## src/rtl/cpu_ctrl_pkg.sv

```systemverilog
// Shared encodings for the multi-cycle MIPS control unit: FSM states, opcode/funct
// values, datapath select codes and fault codes.
package cpu_ctrl_pkg;

    typedef enum logic [3:0] {
        S_FETCH  = 4'd0,
        S_DECODE = 4'd1,
        S_MEMADR = 4'd2,
        S_MEMRD  = 4'd3,
        S_MEMWB  = 4'd4,
        S_MEMWR  = 4'd5,
        S_EXEC   = 4'd6,
        S_RWB    = 4'd7,
        S_BRANCH = 4'd8,
        S_JUMP   = 4'd9,
        S_ADDIEX = 4'd10,
        S_ADDIWB = 4'd11,
        S_HALT   = 4'd12
    } state_t;

    localparam logic [5:0] OP_RTYPE = 6'b000000;
    localparam logic [5:0] OP_LW    = 6'b100011;
    localparam logic [5:0] OP_SW    = 6'b101011;
    localparam logic [5:0] OP_BEQ   = 6'b000100;
    localparam logic [5:0] OP_J     = 6'b000010;
    localparam logic [5:0] OP_ADDI  = 6'b001000;

    localparam logic [5:0] FN_ADD = 6'b100000;
    localparam logic [5:0] FN_SUB = 6'b100010;
    localparam logic [5:0] FN_AND = 6'b100100;
    localparam logic [5:0] FN_OR  = 6'b100101;
    localparam logic [5:0] FN_SLT = 6'b101010;

    localparam logic [1:0] ALUOP_ADD   = 2'b00;
    localparam logic [1:0] ALUOP_SUB   = 2'b01;
    localparam logic [1:0] ALUOP_FUNCT = 2'b10;

    localparam logic [1:0] SRCB_REG    = 2'b00;
    localparam logic [1:0] SRCB_FOUR   = 2'b01;
    localparam logic [1:0] SRCB_IMM    = 2'b10;
    localparam logic [1:0] SRCB_IMM_SH = 2'b11;

    localparam logic [1:0] PCSRC_ALU    = 2'b00;
    localparam logic [1:0] PCSRC_ALUOUT = 2'b01;
    localparam logic [1:0] PCSRC_JUMP   = 2'b10;

    localparam logic [1:0] FAULT_NONE    = 2'b00;
    localparam logic [1:0] FAULT_ILLEGAL = 2'b01;
    localparam logic [1:0] FAULT_TIMEOUT = 2'b10;

    typedef struct packed {
        logic       pc_en;
        logic       iord;
        logic       mem_read;
        logic       mem_write;
        logic       ir_write;
        logic       mem_to_reg;
        logic       reg_dst;
        logic       reg_write;
        logic       alu_src_a;
        logic [1:0] alu_src_b;
        logic [1:0] alu_op;
        logic [1:0] pc_source;
    } ctrl_t;

    // States that hold a memory access open and are subject to the ready timeout
    function automatic logic is_mem_state(input state_t s);
        return (s == S_FETCH) || (s == S_MEMRD) || (s == S_MEMWR);
    endfunction

endpackage

```

## src/rtl/mc_op_decode.sv

```systemverilog
// Combinational instruction decode: picks the state that follows DECODE and flags
// opcode/funct combinations the datapath cannot execute.
module mc_op_decode
    import cpu_ctrl_pkg::*;
(
    input  logic [5:0] i_opcode,
    input  logic [5:0] i_funct,
    output state_t     o_next_state,
    output logic       o_illegal
);

    always_comb begin
        o_next_state = S_HALT;
        o_illegal    = 1'b1;
        case (i_opcode)
            OP_RTYPE: begin
                if (i_funct inside {FN_ADD, FN_SUB, FN_AND, FN_OR, FN_SLT}) begin
                    o_next_state = S_EXEC;
                    o_illegal    = 1'b0;
                end
            end
            OP_LW, OP_SW: begin
                o_next_state = S_MEMADR;
                o_illegal    = 1'b0;
            end
            OP_BEQ: begin
                o_next_state = S_BRANCH;
                o_illegal    = 1'b0;
            end
            OP_J: begin
                o_next_state = S_JUMP;
                o_illegal    = 1'b0;
            end
            OP_ADDI: begin
                o_next_state = S_ADDIEX;
                o_illegal    = 1'b0;
            end
            default: begin
                o_next_state = S_HALT;
                o_illegal    = 1'b1;
            end
        endcase
    end

endmodule

```

## src/rtl/mc_ctrl_fsm.sv

```systemverilog
// Multi-cycle MIPS control FSM: sequences FETCH..WB, drives datapath selects and
// enables, times out stalled memory accesses and counts retired instructions.
module mc_ctrl_fsm
    import cpu_ctrl_pkg::*;
#(
    parameter int unsigned WAIT_MAX = 15,
    parameter int unsigned CNT_W    = 32
) (
    input  logic             i_clk,
    input  logic             i_rst,
    input  logic [5:0]       i_opcode,
    input  logic [5:0]       i_funct,
    input  logic             i_zero,
    input  logic             i_mem_ready,
    output logic             o_pc_en,
    output logic             o_iord,
    output logic             o_mem_read,
    output logic             o_mem_write,
    output logic             o_ir_write,
    output logic             o_mem_to_reg,
    output logic             o_reg_dst,
    output logic             o_reg_write,
    output logic             o_alu_src_a,
    output logic [1:0]       o_alu_src_b,
    output logic [1:0]       o_alu_op,
    output logic [1:0]       o_pc_source,
    output logic [3:0]       o_state,
    output logic             o_halted,
    output logic [1:0]       o_fault,
    output logic [CNT_W-1:0] o_instr_count
);

    localparam logic [7:0] WAIT_LAST = 8'(WAIT_MAX - 1);

    state_t           r_state;
    state_t           w_next_state;
    state_t           w_dec_state;
    logic             w_dec_illegal;
    logic [7:0]       r_wait;
    logic [7:0]       w_next_wait;
    logic [1:0]       r_fault;
    logic [1:0]       w_next_fault;
    logic [CNT_W-1:0] r_instr_count;
    logic             w_retire;
    logic             w_timeout;
    ctrl_t            w_ctrl;
    ctrl_t            w_ctrl_gated;

    mc_op_decode u_op_decode (
        .i_opcode     (i_opcode),
        .i_funct      (i_funct),
        .o_next_state (w_dec_state),
        .o_illegal    (w_dec_illegal)
    );

    always_ff @(posedge i_clk or posedge i_rst) begin
        if (i_rst) begin
            r_state       <= S_FETCH;
            r_wait        <= '0;
            r_fault       <= FAULT_NONE;
            r_instr_count <= '0;
        end else begin
            r_state <= w_next_state;
            r_wait  <= w_next_wait;
            r_fault <= w_next_fault;
            if (w_retire) begin
                r_instr_count <= r_instr_count + CNT_W'(1);
            end
        end
    end

    always_comb begin
        w_ctrl       = '0;
        w_next_state = r_state;
        w_next_fault = r_fault;
        w_retire     = 1'b0;
        // Completing the access on the limit cycle takes priority over the timeout
        w_timeout    = !i_mem_ready && (r_wait == WAIT_LAST);

        case (r_state)
            S_FETCH: begin
                w_ctrl.mem_read  = 1'b1;
                w_ctrl.alu_src_b = SRCB_FOUR;
                w_ctrl.alu_op    = ALUOP_ADD;
                w_ctrl.pc_source = PCSRC_ALU;
                if (i_mem_ready) begin
                    w_ctrl.ir_write = 1'b1;
                    w_ctrl.pc_en    = 1'b1;
                    w_next_state    = S_DECODE;
                end else if (w_timeout) begin
                    w_next_state = S_HALT;
                    w_next_fault = FAULT_TIMEOUT;
                end
            end
            S_DECODE: begin
                w_ctrl.alu_src_b = SRCB_IMM_SH;
                w_ctrl.alu_op    = ALUOP_ADD;
                w_next_state     = w_dec_state;
                if (w_dec_illegal) begin
                    w_next_fault = FAULT_ILLEGAL;
                end
            end
            S_MEMADR: begin
                w_ctrl.alu_src_a = 1'b1;
                w_ctrl.alu_src_b = SRCB_IMM;
                w_ctrl.alu_op    = ALUOP_ADD;
                w_next_state     = (i_opcode == OP_LW) ? S_MEMRD : S_MEMWR;
            end
            S_MEMRD: begin
                w_ctrl.mem_read = 1'b1;
                w_ctrl.iord     = 1'b1;
                if (i_mem_ready) begin
                    w_next_state = S_MEMWB;
                end else if (w_timeout) begin
                    w_next_state = S_HALT;
                    w_next_fault = FAULT_TIMEOUT;
                end
            end
            S_MEMWB: begin
                w_ctrl.reg_write  = 1'b1;
                w_ctrl.mem_to_reg = 1'b1;
                w_retire          = 1'b1;
            end
            S_MEMWR: begin
                w_ctrl.mem_write = 1'b1;
                w_ctrl.iord      = 1'b1;
                if (i_mem_ready) begin
                    w_retire = 1'b1;
                end else if (w_timeout) begin
                    w_next_state = S_HALT;
                    w_next_fault = FAULT_TIMEOUT;
                end
            end
            S_EXEC: begin
                w_ctrl.alu_src_a = 1'b1;
                w_ctrl.alu_src_b = SRCB_REG;
                w_ctrl.alu_op    = ALUOP_FUNCT;
                w_next_state     = S_RWB;
            end
            S_RWB: begin
                w_ctrl.reg_write = 1'b1;
                w_ctrl.reg_dst   = 1'b1;
                w_retire         = 1'b1;
            end
            S_BRANCH: begin
                w_ctrl.alu_src_a = 1'b1;
                w_ctrl.alu_src_b = SRCB_REG;
                w_ctrl.alu_op    = ALUOP_SUB;
                w_ctrl.pc_source = PCSRC_ALUOUT;
                w_ctrl.pc_en     = i_zero;
                w_retire         = 1'b1;
            end
            S_JUMP: begin
                w_ctrl.pc_source = PCSRC_JUMP;
                w_ctrl.pc_en     = 1'b1;
                w_retire         = 1'b1;
            end
            S_ADDIEX: begin
                w_ctrl.alu_src_a = 1'b1;
                w_ctrl.alu_src_b = SRCB_IMM;
                w_ctrl.alu_op    = ALUOP_ADD;
                w_next_state     = S_ADDIWB;
            end
            S_ADDIWB: begin
                w_ctrl.reg_write = 1'b1;
                w_retire         = 1'b1;
            end
            S_HALT: begin
                w_next_state = S_HALT;
            end
            default: begin
                w_next_state = S_HALT;
                w_next_fault = FAULT_ILLEGAL;
            end
        endcase

        if (w_retire) begin
            w_next_state = S_FETCH;
        end
        if (r_fault != FAULT_NONE) begin
            w_next_fault = r_fault;
        end
    end

    // Counter restarts on entry to a memory state because any state change yields zero
    always_comb begin
        w_next_wait = '0;
        if (is_mem_state(r_state) && !i_mem_ready && (w_next_state == r_state)) begin
            w_next_wait = r_wait + 8'd1;
        end
    end

    assign w_ctrl_gated  = i_rst ? '0 : w_ctrl;

    assign o_pc_en       = w_ctrl_gated.pc_en;
    assign o_iord        = w_ctrl_gated.iord;
    assign o_mem_read    = w_ctrl_gated.mem_read;
    assign o_mem_write   = w_ctrl_gated.mem_write;
    assign o_ir_write    = w_ctrl_gated.ir_write;
    assign o_mem_to_reg  = w_ctrl_gated.mem_to_reg;
    assign o_reg_dst     = w_ctrl_gated.reg_dst;
    assign o_reg_write   = w_ctrl_gated.reg_write;
    assign o_alu_src_a   = w_ctrl_gated.alu_src_a;
    assign o_alu_src_b   = w_ctrl_gated.alu_src_b;
    assign o_alu_op      = w_ctrl_gated.alu_op;
    assign o_pc_source   = w_ctrl_gated.pc_source;
    assign o_state       = r_state;
    assign o_halted      = (r_state == S_HALT);
    assign o_fault       = r_fault;
    assign o_instr_count = r_instr_count;

endmodule

```

## config.mk

```make
export PLATFORM = sky130hd
export DESIGN_NAME = mc_ctrl_fsm
export DESIGN_NICKNAME = d
export VERILOG_FILES = /design/src/rtl/cpu_ctrl_pkg.sv /design/src/rtl/mc_op_decode.sv /design/src/rtl/mc_ctrl_fsm.sv
export SDC_FILE = /design/constraint.sdc
export NUM_CORES = 1
export LEC_CHECK = 0
export BUFFER_PORTS_ARGS = -buffer_cell sky130_fd_sc_hd__clkbuf_2
export CAP_MARGIN = 20
export CORE_MARGIN = 4
export CORE_UTILIZATION = 40
export CTS_BUF_LIST = sky130_fd_sc_hd__clkbuf_16
export CTS_CLUSTER_DIAMETER = 60
export DETAILED_ROUTE_END_ITERATION = 10
export GPL_TIMING_DRIVEN = 0
export MAX_ROUTING_LAYER = met4
export SLEW_MARGIN = 15
export SYNTH_ARGS = -nofsm -noshare
export SYNTH_HDL_FRONTEND = slang
export SYNTH_SLANG_ARGS = --single-unit
export TNS_END_PERCENT = 50
```

## constraint.sdc

```tcl
create_clock -name i_clk -period 3.48 [get_ports i_clk]
set_input_delay 0 -clock i_clk [delete_from_list [all_inputs] [get_ports i_clk]]
set_output_delay 0 -clock i_clk [all_outputs]
set_load 0.01 [all_outputs]
```

==> results.txt <==
- 70 I/O pins were placed.
- Total number of H-tree levels: 2
- For the worst-skew pair, the clock arrives at the later sink with an insertion delay of approximately 280 ps.
- Core ar.: approximately 6300 um2
- For the worst setup path, the data arrival time is 2490 ps.
- Total count of hold-check failures in the final report: 0
- Setup slack after layout: approximately 1200 ps
- Of the synthesized area, sequential elements account for 43.8%.
* Die Span Y: 89.0 um
- Number of nets in the finished design: approximately 380
- After floorplanning, the core was divided into 29 placement rows.
- Instance count of the mapped netlist: between 200 and 300
* CTS tree: built
- Setup repair after global routing left no endpoint under its margin.
* Commonest non-fill, non-tap cells in the layout: sky130_fd_sc_hd__clkbuf_2 (69), sky130_fd_sc_hd__dfrtp_1 (46), sky130_fd_sc_hd__nor2_1 (32)
- Synthesis produced a netlist with a net count of between 300 and 400.
- The detailed router put a total of 2850 um of wire on met1.
- Die outline width: slightly below 90 um
- The repair_antennas step left the layout with diodes totalling 0.
* Netlist area before placement: between 2000 and 3000 um2
* Critical path's slowest cell: sky130_fd_sc_hd__nor4_1
- The HPWL after detailed placement is 4620 um.
- The signal on the critical path passes through clkbuf_1, nand2_1, nand2_1, nor4_1, nand3_1, xnor2_1.
* Starting density of the core: between 40% and 50%
* Nature of the critical path endpoint: flop
- Max Transition Viols Final: 0
* Wire length per cell: between 10 and 15 um
- VDD IR max: about 0.29 mV
- Leakage power of the design: between 1.5 and 2 nW
- In this run, the number of DRC markers left after iteration 0 of detailed routing was 106.
- Counting stages on the worst path, the most repeated cell is sky130_fd_sc_hd__nand2_1.
* Final setup violation count: 0
- Among all flip-flop cells after synthesis, the most frequent one is sky130_fd_sc_hd__dfrtp_1.
- The first detailed-routing pass took 4 iterations.
* Routed length on met2: ~2900 um
- Clock Skews: 4.62 ps
- Slew at the pin closest to its max-slew limit: ~880 ps
- The flow ran to the end, and the final reports show no timing, DRC or antenna violations.
* Pwr Density: ~570 nW/um2
* Worst hold slack across all endpoints: approximately 120 ps
- The first global-routing pass estimated just over 10000 um of wire.
* Number of vias in the routed layout: about 2300
- For this run, the slowest stage of the critical path takes between 800 and 900 ps.
- In this run the tool buffered the top-level ports with 68 buffer cells.
* Worst EP required: ~3700 ps
- Share of post-route cells with drive strength above 1: 27.0%
- Once the clock tree was built, the setup fixing pass inserted 0 buffers.
- Clock-pin slew was measured on the worst setup and hold paths at approximately 60 ps.
* Max_slew headroom: between 40% and 50%
- Hold Buf Count CTS: 1
- Max-cap violations in this run came to 0.
- Final RePlAce weighted congestion: ~0.91
* Remaining antenna violation count after routing: 0
- The critical path in this run is classified as reg2reg.
- The number of antenna violations at the first check in global routing is 0.
- In the synthesized netlist the async set-or-reset flop fraction comes to 100%.
- Dividing the final minimum period by the clock period gives between 60 and 70%.
- Timing analysis after detailed placement gives a worst setup slack of between 900 and 1000 ps.
- The longest clock path from root to sink contains 2 buffers.
- Total of flip-flops plus latches after synthesis: 46
- PnR Total Power: 1.87 mW
- Of all nets on the critical path, the largest fanout is 9.
* Per-cell via count in the routed design: 5.34
* Maximum operating frequency: about 430 MHz
- Resized Gates After CTS: 0
* Maximum number of pins on one net before global-route repair: 30
* Count of flip-flops with a built-in enable after synthesis: 0
- The area growth from synthesis to layout is 24.2%.
* Number of clock sinks: 46
* Vias in the first global route: about 2200
* Final non-filler cell total: between 400 and 500
- Summed over all instances, the cell type with the most area after synthesis is sky130_fd_sc_hd__dfrtp_1.
- TritonCTS created 5 clock buffers.
- DIE AREA: 7930 um2
- DRC violation count after routing: 0
- The cell sitting at the root of the clock tree is a sky130_fd_sc_hd__clkbuf_16.
- In the final timing run, aggregate negative setup slack is 0 ps.
- Worst min-delay path category: in2reg
- In the post-synthesis netlist, the biggest area contributors are sky130_fd_sc_hd__dfrtp_1 (44%), sky130_fd_sc_hd__xnor2_1 (7.3%), sky130_fd_sc_hd__xor2_1 (6.0%).
- Count of yosys warnings during synthesis: 0
- The total overflow left after global routing is 0.
- Wire length reported by the detailed router: between 6000 and 7000 um
* Number of library cell types mapped by synthesis: 52
- Met3 layer wire length in the routed design: 347 um
- Placed Cells incl. Taps: 430
* Average cell area after synthesis: 9.25 um2
- STA classifies the critical path startpoint as a flop.
* GR Util All Layers: 16.6%
* Most frequent standard cell in the layout excluding fill and tap cells: sky130_fd_sc_hd__clkbuf_2
- Clock period minus final worst setup slack: 2330 ps
- Highest Signal Layer: met4
* Top cell type's share of synthesized area: a little over two fifths
final cells by class:
cell class                 instances  area (um2)
fill                             606        3090
clock buffer                       5         125
timing repair buffer              71         375
sequential                        46        1150
tap                               77        96.3
inverter                           9        33.8
buffer                            10        46.3
multi-input combinational        219        1400
clock inverter                     3        37.5
stage by stage:
step           instance area, um2  utilization, %
3_3_place_gp                 3060            48.2
2_1_floorplan                2630               -
4_1_cts                      3260            51.3
6_report                     3260            51.3
3_5_place_dp                 3080            48.6
5_1_grt                      3260            51.3
Yosys cell counts, types with 3 or more instances:
master	count
sky130_fd_sc_hd__a21oi_1	9
sky130_fd_sc_hd__nor3_2	3
sky130_fd_sc_hd__and3_1	4
sky130_fd_sc_hd__nor2_1	32
sky130_fd_sc_hd__inv_1	9
sky130_fd_sc_hd__or3_1	3
sky130_fd_sc_hd__nor3_1	17
sky130_fd_sc_hd__nand4_1	5
sky130_fd_sc_hd__o21ai_0	5
sky130_fd_sc_hd__nor4_1	4
sky130_fd_sc_hd__nand2b_1	3
sky130_fd_sc_hd__nand3_1	15
sky130_fd_sc_hd__xnor2_1	22
sky130_fd_sc_hd__nand2_1	30
sky130_fd_sc_hd__ha_1	3
sky130_fd_sc_hd__nor2b_1	4
sky130_fd_sc_hd__o22ai_1	3
sky130_fd_sc_hd__buf_2	4
sky130_fd_sc_hd__dfrtp_1	46
sky130_fd_sc_hd__buf_1	3
sky130_fd_sc_hd__xor2_1	18
critical path, delay by kind of cell (launching register included):
family | cells | cell delay, ps
buffers and inverters | 1 | 220
flip-flops | 1 | 380
XOR/XNOR | 1 | 160
AND/OR/NAND/NOR | 4 | 1450
registers in the layout, indices dropped and copies added, names as in the netlist:
signal and cells:
o_state 4, o_instr_count 32, o_fault 2, r_wait 8
cells by family (layout without fill, tap and decap cells):
group | count (synthesis) | count (layout) | share of synthesized area [%]
and+or+nand+nor | 138 | 138 | 28.3
adders and majority gates | 4 | 4 | 1.81
DFF | 46 | 46 | 43.8
xor gates and xnor gates | 40 | 40 | 13.3
AOI/OAI and AO/OA | 35 | 35 | 8.77
buffers and inverters | 19 | 98 | 3.05
muxes | 2 | 2 | 0.857
routing by layer:
layer / global-route usage, % / vias to the layer above
met4: 4.47 / 0
li1: - / 1157
met3: 3.69 / 4
met2: 26.2 / 74
met1: 21.5 / 1114
met5: - / -
final timing paths:
kind,cells after the start,startpoint,end,slack [ps]
worst max-delay path,6,o_state[3]$_DFF_PP0_,o_instr_count[12]$_DFFE_PP0P_,1150
worst min-delay path,3,i_opcode[4],o_state[3]$_DFF_PP0_,120
worst max register to register,6,o_state[3]$_DFF_PP0_,o_instr_count[12]$_DFFE_PP0P_,1150
worst min register to register,1,o_instr_count[31]$_DFFE_PP0P_,o_instr_count[31]$_DFFE_PP0P_,460
max in group asynchronous,4,i_rst,o_instr_count[8]$_DFFE_PP0P_,2590
min in group asynchronous,3,i_rst,r_wait[6]$_DFF_PP0_,390
where the power goes:
part           switching [mW]  internal (mW)
Combinational           0.421          0.250
Clock                   0.192          0.334
Sequential             0.0764          0.597
Total                   0.689           1.18
(Power assumes the default switching activity.)
